`config.mk`:
```
export PLATFORM = sky130hd
export DESIGN_NAME = pipe_stage_skid
export DESIGN_NICKNAME = d
export VERILOG_FILES = /design/src/rtl/pipe_pkg.sv /design/src/rtl/pipe_stage_skid_sat_counter.sv /design/src/rtl/pipe_stage_skid.sv
export SDC_FILE = /design/constraint.sdc
export NUM_CORES = 1
export LEC_CHECK = 0
export ABC_AREA = 0
export CAP_MARGIN = 30
export CORE_AREA = 2 2 92 85
export DETAILED_ROUTE_END_ITERATION = 12
export DIE_AREA = 0 0 94 87
export GPL_ROUTABILITY_DRIVEN = 0
export GPL_TIMING_DRIVEN = 0
export HOLD_SLACK_MARGIN = 0.05
export PLACE_DENSITY = 0.87
export SLEW_MARGIN = 10
export SYNTH_ARGS = -nofsm -noshare
export SYNTH_HDL_FRONTEND = slang
export SYNTH_SLANG_ARGS = --single-unit
```
`constraint.sdc`:
```
create_clock -name clk_i -period 2.9 [get_ports clk_i]
set_clock_uncertainty 0.2 [all_clocks]
set_input_delay 0.58 -clock clk_i [delete_from_list [all_inputs] [get_ports clk_i]]
set_output_delay 0.58 -clock clk_i [all_outputs]
set_load 0.01 [all_outputs]
```
`src/rtl/pipe_pkg.sv`:
```
`default_nettype none
// +--------------------------------------------------------------------+
// | pipe_pkg : shared types and constants for pipeline stage registers |
// | Revision : 1.0                                                     |
// +--------------------------------------------------------------------+
package pipe_pkg;

   // Encoding doubles as the held-entry count driven on occupancy_o.
   typedef enum logic [1:0] {
      ST_EMPTY = 2'd0,
      ST_FULL  = 2'd1,
      ST_SKID  = 2'd2
   } stage_state_e;

   localparam logic [31:0] NOP_INSTR = 32'h0;

endpackage
`default_nettype wire

```
`src/rtl/pipe_stage_skid_sat_counter.sv`:
```
`default_nettype none
// +--------------------------------------------------------------------+
// | sat_counter : saturating event counter, cleared only by reset      |
// | Revision    : 1.0                                                  |
// +--------------------------------------------------------------------+
module sat_counter #(
   parameter int W = 16
) (
   input  logic         clk_i,
   input  logic         rst_i,
   input  logic         inc_i,
   output logic [W-1:0] cnt_o
);

   logic [W-1:0] cnt_q;

   always_ff @(posedge clk_i) begin
      if (rst_i) begin
         cnt_q <= '0;
      end else if (inc_i && (cnt_q != {W{1'b1}})) begin
         cnt_q <= cnt_q + W'(1);
      end
   end

   assign cnt_o = cnt_q;

endmodule
`default_nettype wire

```
`src/rtl/pipe_stage_skid.sv`:
```
`default_nettype none
// +--------------------------------------------------------------------+
// | pipe_stage_skid : handshaked pipeline register with skid entry,    |
// |                   flush-to-bubble and bubble-cycle counter         |
// | Revision        : 1.0                                              |
// +--------------------------------------------------------------------+
module pipe_stage_skid
   import pipe_pkg::*;
#(
   parameter int              DATA_W  = 32,
   parameter logic [DATA_W-1:0] BUBBLE = {DATA_W{1'b0}},
   parameter bit              SKID_EN = 1'b1,
   parameter int              CNT_W   = 16
) (
   input  logic              clk_i,
   input  logic              rst_i,
   input  logic              in_valid_i,
   output logic              in_ready_o,
   input  logic [DATA_W-1:0] in_data_i,
   input  logic              stall_i,
   input  logic              flush_i,
   output logic              out_valid_o,
   input  logic              out_ready_i,
   output logic [DATA_W-1:0] out_data_o,
   output logic [1:0]        occupancy_o,
   output logic [CNT_W-1:0]  bubble_cnt_o
);

   stage_state_e      state_q, state_d;
   logic [DATA_W-1:0] main_q, main_d;
   logic [DATA_W-1:0] skid_q, skid_d;
   logic              w_ready;
   logic              w_acc;
   logic              w_cons;

   assign out_valid_o = (state_q != ST_EMPTY);
   assign w_cons      = out_valid_o & out_ready_i & ~stall_i;

   generate
      if (SKID_EN) begin : g_skid
         assign w_ready = (state_q != ST_SKID);
      end else begin : g_noskid
         // Single entry: accept only when it is free or being drained now.
         assign w_ready = (state_q == ST_EMPTY) | w_cons;
      end
   endgenerate

   assign in_ready_o = ~rst_i & w_ready;
   assign w_acc      = in_valid_i & in_ready_o;

   always_comb begin
      state_d = state_q;
      main_d  = main_q;
      skid_d  = skid_q;
      if (flush_i) begin
         state_d = ST_EMPTY;
         main_d  = BUBBLE;
         skid_d  = BUBBLE;
      end else begin
         case (state_q)
            ST_EMPTY: begin
               if (w_acc) begin
                  state_d = ST_FULL;
                  main_d  = in_data_i;
               end
            end
            ST_FULL: begin
               if (w_acc && w_cons) begin
                  main_d = in_data_i;
               end else if (w_acc) begin
                  state_d = ST_SKID;
                  skid_d  = in_data_i;
               end else if (w_cons) begin
                  state_d = ST_EMPTY;
                  main_d  = BUBBLE;
               end
            end
            ST_SKID: begin
               if (w_cons) begin
                  state_d = ST_FULL;
                  main_d  = skid_q;
                  skid_d  = BUBBLE;
               end
            end
            default: begin
               state_d = ST_EMPTY;
               main_d  = BUBBLE;
               skid_d  = BUBBLE;
            end
         endcase
      end
   end

   always_ff @(posedge clk_i) begin
      if (rst_i) begin
         state_q <= ST_EMPTY;
         main_q  <= BUBBLE;
         skid_q  <= BUBBLE;
      end else begin
         state_q <= state_d;
         main_q  <= main_d;
         skid_q  <= skid_d;
      end
   end

   // main_q is kept at BUBBLE whenever the stage is empty.
   assign out_data_o  = main_q;
   assign occupancy_o = 2'(state_q);

   sat_counter #(
      .W (CNT_W)
   ) u_bubble_cnt (
      .clk_i (clk_i),
      .rst_i (rst_i),
      .inc_i (~out_valid_o),
      .cnt_o (bubble_cnt_o)
   );

endmodule
`default_nettype wire

```
==> impl_metrics.py <==
metrics = {
    "run_status": {
        "status": "finished, final reports clean",
    },
    "logic_synthesis": {
        "synthSimpleGateAreaFrac": 0.171,
        "synth_cell_type_count": 41,
        "synth_warnings": 0,
        "synth_area_um2": 3510,
        "synth_xor_area_frac": 0.00499,
        "ys.flop_type": "dfxtp_1",
        "syn_inst": 379,
        "synth.avg_cell_area_um2": 9.27,
        "synth_fa_ha_area_frac": 0.00356,
        "ys_ff_latch": 82,
        "synth-compound-area-share": 0.302,
        "muxShareOfSynthArea": 0.00570,
        "synth_top_family_by_area": "compound AO/OA/AOI/OAI gates",
        "synth_edf_count": 0,
        "syn_nets": 418,
        "async_reset_ff_frac": 0,
        "ys_seq_area_frac": 0.467,
    },
    "detailed_routing": {
        "drc_errors": 0,
        "drtAntennaViolNets": 0,
        "dr.pass1.iters": 7,
        "dr.first_iter.drc_count": 153,
        "wl_um": 9660,
        "viasPerCell": 6.13,
        "vias": 3543,
        "routedWlPerCell_um": 16.7,
    },
    "sta": {
        "relSlewSlack": 0.455,
        "worst_slew_pin_slew_ns": 0.809,
        "setup_violations": 0,
        "hold_violations": 0,
        "min_period_ns": 2.73,
        "rsz0062_at_grt": "false",
        "finalCritPeriodShare": 0.941,
        "fmax_ghz": 0.367,
        "slew_viol_final": 0,
        "setup_tns_ns": 0,
    },
    "die": {
        "ios": 90,
        "die_w_um": 94,
        "rows": 30,
        "die_y_um": 87,
        "core-area_um2": 7320,
        "start_util": 0.480,
        "die_area_um2": 8180,
    },
    "setup_path": {
        "crit_path_max_fanout": 12,
        "worstPathArrival_ns": 1.95,
        "crit_buf_inv": 3,
        "crit_slowest_cell": "dlygate4sd2_1",
        "crit_path_max_incr_delay_ns": 0.48,
        "rr_worst_depth": 5,
        "path_delay_family": "buffers and inverters",
        "regToRegSetupSlack_ns": 0.59,
        "crit_chain": "dlygate4sd2_1 > clkbuf_2 > nor2_1 > clkdlybuf4s50_1",
        "r2r_start": "u_bubble_cnt.cnt_o[0]$_SDFFE_PP0P_",
        "critPathRequiredTime_ns": 2.12,
        "critPathLaunchType": "input port",
        "worstSetupPathType": "input port to output port",
        "reg2reg_to": "u_bubble_cnt.cnt_o[5]$_SDFFE_PP0P_",
        "critPathCaptureType": "output port",
    },
    "hold_path": {
        "hp-class": "register to register",
        "worstHoldEndpoint": "out_data_o[28]$_SDFFE_PP0P_",
        "min_from": "out_data_o[28]$_SDFFE_PP0P_",
        "holdPathStages": 1,
    },
    "clock_tree": {
        "numCtsBuffers": 9,
        "clockBufferDepth": 2,
        "cts.sinks": 82,
        "post-cts-setup-buffer-count": 0,
        "cts_root_buffer": "clkbuf_8",
        "postCtsHoldBufs": 0,
        "htree_levels": 3,
        "cts_tree": "done",
        "cts_resized": 2,
        "clk_pin_slew_ns": 0.08,
        "clock_latency_ns": 0.34,
    },
    "place": {
        "port_buffers": 89,
        "dpl.hpwl_um": 6640,
        "dp.cells": 564,
        "dpl_cell_area_um2": 4520,
    },
    "cells_and_area": {
        "antennaDiodeCount": 0,
        "fin_cells": 578,
        "mostFrequentLayoutCell": "clkdlybuf4s50_1",
        "syn2layout_area_growth_pct": 35.1,
        "drive_gt1_frac": 0.0498,
        "final_area_um2": 4750,
        "mostFrequentLayoutCells": "88 x clkdlybuf4s50_1, 82 x dfxtp_1, 45 x a21oi_1",
        "final_nets": 517,
    },
    "grt": {
        "grt_max_degree": 14,
        "overflow": 0,
        "grt_pass1_wl_um": 16000,
        "grt_pass1_vias": 3354,
        "track_usage": 0.244,
        "antenna_found_initial": 0,
    },
    "flow_run": {
        "cap_violations": 0,
    },
    "pwr": {
        "p_per_area_nw_per_um2": 492,
        "p_leak_nw": 1.46,
        "ir_drop_v": 0.000263,
    },
}
power breakdown:
part	switching, mW	total [mW]	internal [mW]
sequential	0.0152	1.16	1.14
clock	0.400	0.930	0.529
combinational	0.133	0.246	0.113
total	0.549	2.33	1.78
layer usage:
layer | track usage | share of wire | routed length [µm]
met1 | 0.325 | 0.43 | 4190
met2 | 0.392 | 0.47 | 4560
met3 | 0.0554 | 0.076 | 739
met4 | 0.0804 | 0.018 | 172
met5 | 0 | 0 | 0
sequential cells by signal, summed over array words and instances, names as in the netlist:
| register | flops |
|---|---|
| occupancy_o | 2 |
| skid_q | 32 |
| u_bubble_cnt.cnt_o | 16 |
| out_data_o | 32 |
worst max path at each step:
stage	from	endpoint	slack, ns	cells after the start
2_1_floorplan	rst_i	out_data_o[0]$_SDFFE_PP0P_	0.79	6
3_3_place_gp	rst_i	in_ready_o	-0.38	5
3_5_place_dp	rst_i	in_ready_o	-0.42	5
4_1_cts	rst_i	in_ready_o	0.16	4
5_1_grt	stall_i	out_data_o[2]$_SDFFE_PP0P_	0.12	6
6_report	rst_i	in_ready_o	0.17	4
logic make-up after synthesis:
| logic type | count (synthesis) |
|---|---|
| compound gates | 162 |
| simple gates | 88 |
| flops | 82 |
| buf+inv | 42 |
| xor+xnor | 2 |
| mux | 2 |
| fa+ha+maj | 1 |
cell usage after synthesis, types with 3 or more instances:
library cell,count,share of area
nor2_1,9,0.0096
inv_1,4,0.0043
nand4_1,5,0.0089
and3_1,3,0.0053
nand4b_1,32,0.080
or3_1,8,0.014
a22oi_1,32,0.068
nand2_1,5,0.0053
o2bb2ai_1,32,0.080
dfxtp_1,82,0.47
a21oi_1,45,0.064
nor2b_1,3,0.0053
o21ai_0,41,0.058
nand3_1,7,0.010
nor3_1,4,0.0057
clkbuf_1,35,0.037
metrics by stage:
| step | utilization | total power [mW] | hold WS (ns) | worst slack (ns) |
|---|---|---|---|---|
| after floorplan | - | 1.30 | 0.249 | 0.795 |
| after global placement | 0.618 | 1.42 | 0.246 | -0.379 |
| after detailed placement | 0.618 | 1.43 | 0.246 | -0.420 |
| after CTS | 0.648 | 2.35 | 0.270 | 0.158 |
| after global routing | 0.648 | 2.43 | 0.277 | 0.117 |
| final | 0.648 | 2.33 | 0.264 | 0.172 |
area by class of cell:
cell class	instances	area, µm²
Buffer	36	136
Clock inverter	4	73.8
Tap cell	96	120
Timing Repair Buffer	89	890
Fill cell	618	2570
Sequential cell	82	1640
Clock buffer	11	151
Multi-Input combinational cell	255	1710
Inverter	5	18.8
Power figures use the tool's default switching activity.
